==> src/rtl/note_lane_sequencer.sv <==
// note_lane_sequencer: one note-highway lane shifted per frame tick and
// redrawn as erase/draw requests to a fixed-latency 4x4 square drawer.
// Ports: clk, reset (async, active-high), frame_tick, note_in, note_colour
// in; go, sq_x, sq_y, colour, draw to the drawer; busy, frame_done,
// miss_pulse, overrun, lane status out.
// Macro NOTE_HIT_EN adds input hit and hit_ok/hit_bad pulse outputs.
module note_lane_sequencer #(
   parameter int SLOTS       = 16,
   parameter int X_BASE      = 32,
   parameter int LANE_Y      = 60,
   parameter int DRAW_CYCLES = 17
) (
   input  logic             clk,
   input  logic             reset,
   input  logic             frame_tick,
   input  logic             note_in,
   input  logic [2:0]       note_colour,
`ifdef NOTE_HIT_EN
   input  logic             hit,
   output logic             hit_ok,
   output logic             hit_bad,
`endif
   output logic             go,
   output logic [7:0]       sq_x,
   output logic [6:0]       sq_y,
   output logic [2:0]       colour,
   output logic             draw,
   output logic             busy,
   output logic             frame_done,
   output logic             miss_pulse,
   output logic             overrun,
   output logic [SLOTS-1:0] lane
);

   localparam int IW = (SLOTS > 1) ? $clog2(SLOTS) : 1;
   localparam int CW = (DRAW_CYCLES > 2) ? $clog2(DRAW_CYCLES) : 1;
   localparam logic [IW-1:0] LAST  = IW'(SLOTS - 1);
   localparam logic [CW-1:0] WLAST = CW'(DRAW_CYCLES - 2);
   localparam logic [7:0]    XB    = 8'(X_BASE);

   typedef enum logic [3:0] {
      IDLE,
      ERASE_SCAN,
      ERASE_ISSUE,
      ERASE_WAIT,
      SHIFT,
      DRAW_SCAN,
      DRAW_ISSUE,
      DRAW_WAIT,
      DONE
   } state_t;

   state_t           state_q, state_d;
   logic [SLOTS-1:0] lane_q, lane_d;
   logic [SLOTS-1:0] drawn_q, drawn_d;
   logic [IW-1:0]    idx_q, idx_d;
   logic [CW-1:0]    wait_q, wait_d;
   logic             pend_q, pend_d;
   logic             pnote_q, pnote_d;
   logic             note_q, note_d;
   logic             ovr_q, ovr_d;
   logic [7:0]       sq_x_q, sq_x_d;
   logic [2:0]       colour_q, colour_d;
   logic             draw_q, draw_d;
`ifdef NOTE_HIT_EN
   logic             hit_ok_q, hit_ok_d;
   logic             hit_bad_q, hit_bad_d;
`endif

   logic             in_draw;
   logic [IW-1:0]    idx_inc;
   logic [7:0]       x_cur;
   logic [7:0]       x_nxt;
   logic             mask_cur;
   logic             mask_nxt;
   logic [2:0]       req_colour;
   state_t           issue_st;
   state_t           wait_st;
   state_t           scan_st;
   state_t           end_st;

   // Erase and draw passes share one walker; the pass picks the mask.
   assign in_draw = (state_q == DRAW_SCAN) || (state_q == DRAW_ISSUE) ||
                    (state_q == DRAW_WAIT);
   assign idx_inc = idx_q + IW'(1);
   assign x_cur   = XB + (8'(idx_q) << 2);
   assign x_nxt   = XB + (8'(idx_inc) << 2);
   assign mask_cur = in_draw ? lane_q[idx_q] : drawn_q[idx_q];
   assign mask_nxt = in_draw ? lane_q[idx_inc] : drawn_q[idx_inc];
   assign req_colour = in_draw ? note_colour : 3'b000;
   assign issue_st = in_draw ? DRAW_ISSUE : ERASE_ISSUE;
   assign wait_st  = in_draw ? DRAW_WAIT : ERASE_WAIT;
   assign scan_st  = in_draw ? DRAW_SCAN : ERASE_SCAN;
   assign end_st   = in_draw ? DONE : SHIFT;

   always_comb begin
      state_d  = state_q;
      lane_d   = lane_q;
      drawn_d  = drawn_q;
      idx_d    = idx_q;
      wait_d   = wait_q;
      pend_d   = pend_q;
      pnote_d  = pnote_q;
      note_d   = note_q;
      ovr_d    = ovr_q;
      sq_x_d   = sq_x_q;
      colour_d = colour_q;
      draw_d   = draw_q;
`ifdef NOTE_HIT_EN
      hit_ok_d  = 1'b0;
      hit_bad_d = 1'b0;
`endif
      unique case (state_q)
         IDLE: begin
            if (frame_tick || pend_q) begin
               note_d  = pend_q ? pnote_q : note_in;
               pend_d  = 1'b0;
               idx_d   = '0;
               state_d = ERASE_SCAN;
            end
         end
         ERASE_SCAN, DRAW_SCAN: begin
            if (mask_cur) begin
               state_d  = issue_st;
               sq_x_d   = x_cur;
               draw_d   = in_draw;
               colour_d = req_colour;
            end else if (idx_q == LAST) begin
               state_d = end_st;
            end else begin
               idx_d = idx_inc;
            end
         end
         ERASE_ISSUE, DRAW_ISSUE: begin
            wait_d  = '0;
            state_d = wait_st;
         end
         ERASE_WAIT, DRAW_WAIT: begin
            if (wait_q == WLAST) begin
               if (idx_q == LAST) begin
                  state_d = end_st;
               end else begin
                  idx_d = idx_inc;
                  // An occupied neighbour skips its scan cycle so
                  // back-to-back requests stay DRAW_CYCLES apart.
                  if (mask_nxt) begin
                     state_d  = issue_st;
                     sq_x_d   = x_nxt;
                     draw_d   = in_draw;
                     colour_d = req_colour;
                  end else begin
                     state_d = scan_st;
                  end
               end
            end else begin
               wait_d = wait_q + CW'(1);
            end
         end
         SHIFT: begin
            lane_d  = {note_q, lane_q[SLOTS-1:1]};
            idx_d   = '0;
            state_d = DRAW_SCAN;
         end
         DONE: begin
            drawn_d = lane_q;
            state_d = IDLE;
         end
         default: state_d = IDLE;
      endcase

      // A tick the IDLE branch cannot take is queued once; a second
      // queued tick loses its note and flags overrun.
      if (frame_tick && ((state_q != IDLE) || pend_q)) begin
         if (pend_q) begin
            ovr_d = 1'b1;
         end else begin
            pend_d  = 1'b1;
            pnote_d = note_in;
         end
      end

`ifdef NOTE_HIT_EN
      if (hit && (state_q == IDLE)) begin
         if (lane_q[0]) begin
            lane_d[0] = 1'b0;
            hit_ok_d  = 1'b1;
         end else if (lane_q[1]) begin
            lane_d[1] = 1'b0;
            hit_ok_d  = 1'b1;
         end else begin
            hit_bad_d = 1'b1;
         end
      end
`endif
   end

   always_ff @(posedge clk or posedge reset) begin
      if (reset) begin
         state_q  <= IDLE;
         lane_q   <= '0;
         drawn_q  <= '0;
         idx_q    <= '0;
         wait_q   <= '0;
         pend_q   <= 1'b0;
         pnote_q  <= 1'b0;
         note_q   <= 1'b0;
         ovr_q    <= 1'b0;
         sq_x_q   <= '0;
         colour_q <= '0;
         draw_q   <= 1'b0;
`ifdef NOTE_HIT_EN
         hit_ok_q  <= 1'b0;
         hit_bad_q <= 1'b0;
`endif
      end else begin
         state_q  <= state_d;
         lane_q   <= lane_d;
         drawn_q  <= drawn_d;
         idx_q    <= idx_d;
         wait_q   <= wait_d;
         pend_q   <= pend_d;
         pnote_q  <= pnote_d;
         note_q   <= note_d;
         ovr_q    <= ovr_d;
         sq_x_q   <= sq_x_d;
         colour_q <= colour_d;
         draw_q   <= draw_d;
`ifdef NOTE_HIT_EN
         hit_ok_q  <= hit_ok_d;
         hit_bad_q <= hit_bad_d;
`endif
      end
   end

   assign go         = (state_q == ERASE_ISSUE) || (state_q == DRAW_ISSUE);
   assign sq_x       = sq_x_q;
   assign sq_y       = 7'(LANE_Y);
   assign colour     = colour_q;
   assign draw       = draw_q;
   assign busy       = (state_q != IDLE);
   assign frame_done = (state_q == DONE);
   assign miss_pulse = (state_q == SHIFT) && lane_q[0];
   assign overrun    = ovr_q;
   assign lane       = lane_q;
`ifdef NOTE_HIT_EN
   assign hit_ok  = hit_ok_q;
   assign hit_bad = hit_bad_q;
`endif

endmodule

==> config.mk <==
export PLATFORM = sky130hd
export DESIGN_NAME = note_lane_sequencer
export DESIGN_NICKNAME = d
export VERILOG_FILES = /design/src/rtl/note_lane_sequencer.sv
export SDC_FILE = /design/constraint.sdc
export NUM_CORES = 1
export LEC_CHECK = 0
export BUFFER_PORTS_ARGS = -buffer_cell sky130_fd_sc_hd__clkbuf_2
export CORE_ASPECT_RATIO = 1.75
export CORE_MARGIN = 10
export CORE_UTILIZATION = 50
export CTS_BUF_LIST = sky130_fd_sc_hd__clkbuf_4
export CTS_CLUSTER_DIAMETER = 120
export CTS_CLUSTER_SIZE = 24
export DETAILED_ROUTE_END_ITERATION = 8
export HOLD_SLACK_MARGIN = 0.1
export PLACE_DENSITY = 0.71
export SLEW_MARGIN = 20
export SYNTH_ARGS = -nofsm -noshare
export SYNTH_HDL_FRONTEND = slang
export SYNTH_SLANG_ARGS = --single-unit
==> constraint.sdc <==
create_clock -name clk -period 7.33 [get_ports clk]
set_clock_uncertainty 0.1 [all_clocks]
set_input_delay 2.199 -clock clk [delete_from_list [all_inputs] [get_ports clk]]
set_output_delay 2.199 -clock clk [all_outputs]
set_load 0.02 [all_outputs]
==> summary.txt <==
Clock network
  • CTS Sinks: 58
  • Clock-pin slew on the worst setup and hold paths: ~0.090 ns
  • CTS resizes: 0
  • CTS Buf Count: 9
  • Clock Latency Late Sink: about 0.42 ns
  • CTS max path bufs: 2
  • CTS root buf: clkbuf_4
  • Cts hold-fix bufs: 0
  • H-tree Lvls: 3
  • Post-CTS Setup Repair Bufs: 0
  • CTS tree: done

Pwr
  • Sw Ratio: 23.2%
  • Seq pwr share: 62.7%
  • Pwr Density: roughly 140 nW/um^2
  • VDD IR-drop max: about 0.094 mV
  • Static leakage: around 0.0018 uW
  • Internal: 394 uW
  • Clock share of power: 34.0%
  • Share of total power in combinational logic: roughly 3.3%
  • Psw: 119 uW

STA
  • Final Hold Vio Count: 0
  • Slew of the pin with the lowest slew margin: about 0.97 ns
  • Total negative setup slack: 0 ns
  • RSZ-0062 raised after global routing: no
  • Setup WS post-layout: roughly 2.9 ns
  • Peak Freq: 228 MHz
  • Tcrit/Tclk final: between 50% and 60%
  • Fin. max-slew vios: 0
  • Final setup fails: 0
  • Max-slew headroom: between 30% and 40%
  • Hold slack: between 0.3 and 0.4 ns
  • Minimum clock period: 4.39 ns

Logic synthesis
  • Synth area leaders: dfrtp_1 (42%), mux2_2 (12%), mux4_1 (6.0%)
  • Synth area leader: dfrtp_1
  • Register area share after synthesis: around two fifths
  • Yosys warning total: 0
  • Synth top area share: 41.6%
  • Synthesized area: 3490 um^2
  • #FFs+latches synth: 58
  • Primary FF master, synth: dfrtp_1
  • Cells after Synth: about 290
  • Post-synth cell types: 55
  • Number of enable flip-flop cells after synthesis: 0
  • Async set or reset register ratio after synthesis: between 90% and 100%
  • Average instance area after synthesis: approximately 12 um^2

Place
  • I/O Buffers: 36
  • Placed insts: between 300 and 400
  • HPWL Detailed: approximately 5 mm
  • Placer congestion estimate: ~0.8
  • Post-Place Setup Slack: around 3.1 ns
  • Placement Cell Area: about 3700 um^2

Setup path
  • Worst path required time: 5.03 ns
  • Critical-path maximum fanout: 14
  • FF-to-FF setup slack: about 3.5 ns
  • Worst Setup End Kind: output pin
  • Worst Path Arrival: 2.09 ns
  • Critical path type: flip-flop to output pin
  • Crit start category: flip-flop

Route
  • WL/cell: about 17 um
  • Vias: 2330
  • DRC: 0
  • Drt pass-1 iters: 4
  • DR iter-0 viols: roughly 150
  • ANT nets after route: 0
  • Vias/cell: about 5.7
  • Final wirelength: around 7 mm

Floorplanning
  • Core area: around 6800 um^2
  • Die ar.: around 11000 um^2
  • # IOs: 47
  • Die H: roughly 130 um
  • Initial Util: about half
  • Horiz. Die Dim: 83.1 um
  • Number of cell rows: 40

Cells and area
  • Final nets: 333
  • Final Instance Count excl. Fillers: roughly 410
  • Area grow syn2layout: 7.50%
  • ANT cells: 0
  • Share of cells above drive strength 1: 32.5%
  • Fin area: about 3700 um^2

Run
  • Max-cap violations: 0

Global route
  • Vias in the first global route: 2483
  • All-layer global routing usage: 13.3%
  • Initial antenna violation count: 0
  • Global-route wire length before repair: between 10 and 15 mm
  • Gr ovfl total: 0
  • Largest net degree at the start of global routing: about 60

Status
  • Status: finished clean

Worst hold path
  • Class of the worst hold path: flip-flop to flip-flop
worst max-delay path, stage by stage, from the launching register on:
cell and delay [ns]:
dfrtp_1 0.62, nor4_1 0.68, inv_1 0.16, clkbuf_2 0.20
kinds of logic (layout without fill, tap and decap cells):
kind of cell | Yosys count | after routing | share of synthesized area [%]
flip-flops | 58 | 58 | 41.6
AO/OA/AOI/OAI | 30 | 30 | 5.74
other | 2 | 10 | 0.215
AND/OR/NAND/NOR | 72 | 72 | 12.1
adder cells (fa/ha/maj) | 5 | 5 | 1.79
XOR/XNOR | 6 | 6 | 1.51
buffers and inverters | 38 | 64 | 6.57
multiplexers | 78 | 78 | 30.5
synthesized netlist by cell type, drive strengths merged, types with 6 or more instances:
master  number
inv         12
nor3         7
nor2        15
o211ai       6
dfrtp       58
nand2       16
mux2        42
buf         19
nand4        7
mux4        16
mux2i       20
clkbuf       7
o21ai        9
placed cells by master (no fill, tap or decap), drive strengths merged, types with 2 or more instances in the layout:
cell type,instances
a21oi,3
and3,2
buf,3
clkbuf,47
clkinv,2
conb,10
dfrtp,58
ha,5
inv,12
mux2,42
mux2i,20
mux4,16
nand2,16
nand2b,3
nand3,3
nand4,7
nor2,15
nor2b,3
nor3,7
nor3b,2
nor4,2
nor4b,2
o211ai,6
o21ai,9
or2,3
or4,2
xnor2,5
cell type report:
type                       count  area [um^2]
clock buffer                  11         82.6
multi-input combinational    201         1850
timing repair buffer          39          203
tap                           84          105
inverter                      12         45.0
fill                         619         3060
clock inverter                 2         7.51
sequential                    58         1450
metrics by stage:
stage | utilization (%) | power [uW]
final | 55.1 | 512
after floorplan | - | 344
after CTS | 55.1 | 523
after global placement | 53.8 | 345
after global routing | 55.1 | 539
after detailed placement | 53.8 | 345
routing by layer:
metal / vias to the layer above / GRT usage, % / share of wire, %
li1: 1108 / - / -
met1: 1169 / 12.7 / 37
met2: 42 / 24.4 / 55
met3: 11 / 4.52 / 5.2
met4: 0 / 7.65 / 2.4
met5: - / 0 / 0
registers in the layout (all words and copies together), names as in the netlist:
signal,cells
colour,3
draw,1
drawn_q,16
idx_q,4
lane,16
note_q,1
overrun,1
pend_q,1
pnote_q,1
sq_x,5
state_q,4
wait_q,5
power groups by stage:
stage	clock network (uW)	registers, uW	logic, uW
after global routing	198	322	19.1
after CTS	184	322	17.1
after floorplan	0	329	14.9
after detailed placement	0	328	17.1
after global placement	0	328	16.9
final	174	322	16.7
path summary, 6_finish.rpt:
path | from | endpoint | cells after the start
worst max-delay path | state_q[1] | busy | 3
worst min-delay path | overrun | overrun | 1
worst max register to register | idx_q[0] | draw | 8
worst min register to register | overrun | overrun | 1
max in group asynchronous | reset | state_q[0] | 3
min in group asynchronous | reset | note_q | 3
Note: power is estimated with default switching activity, not from simulation.
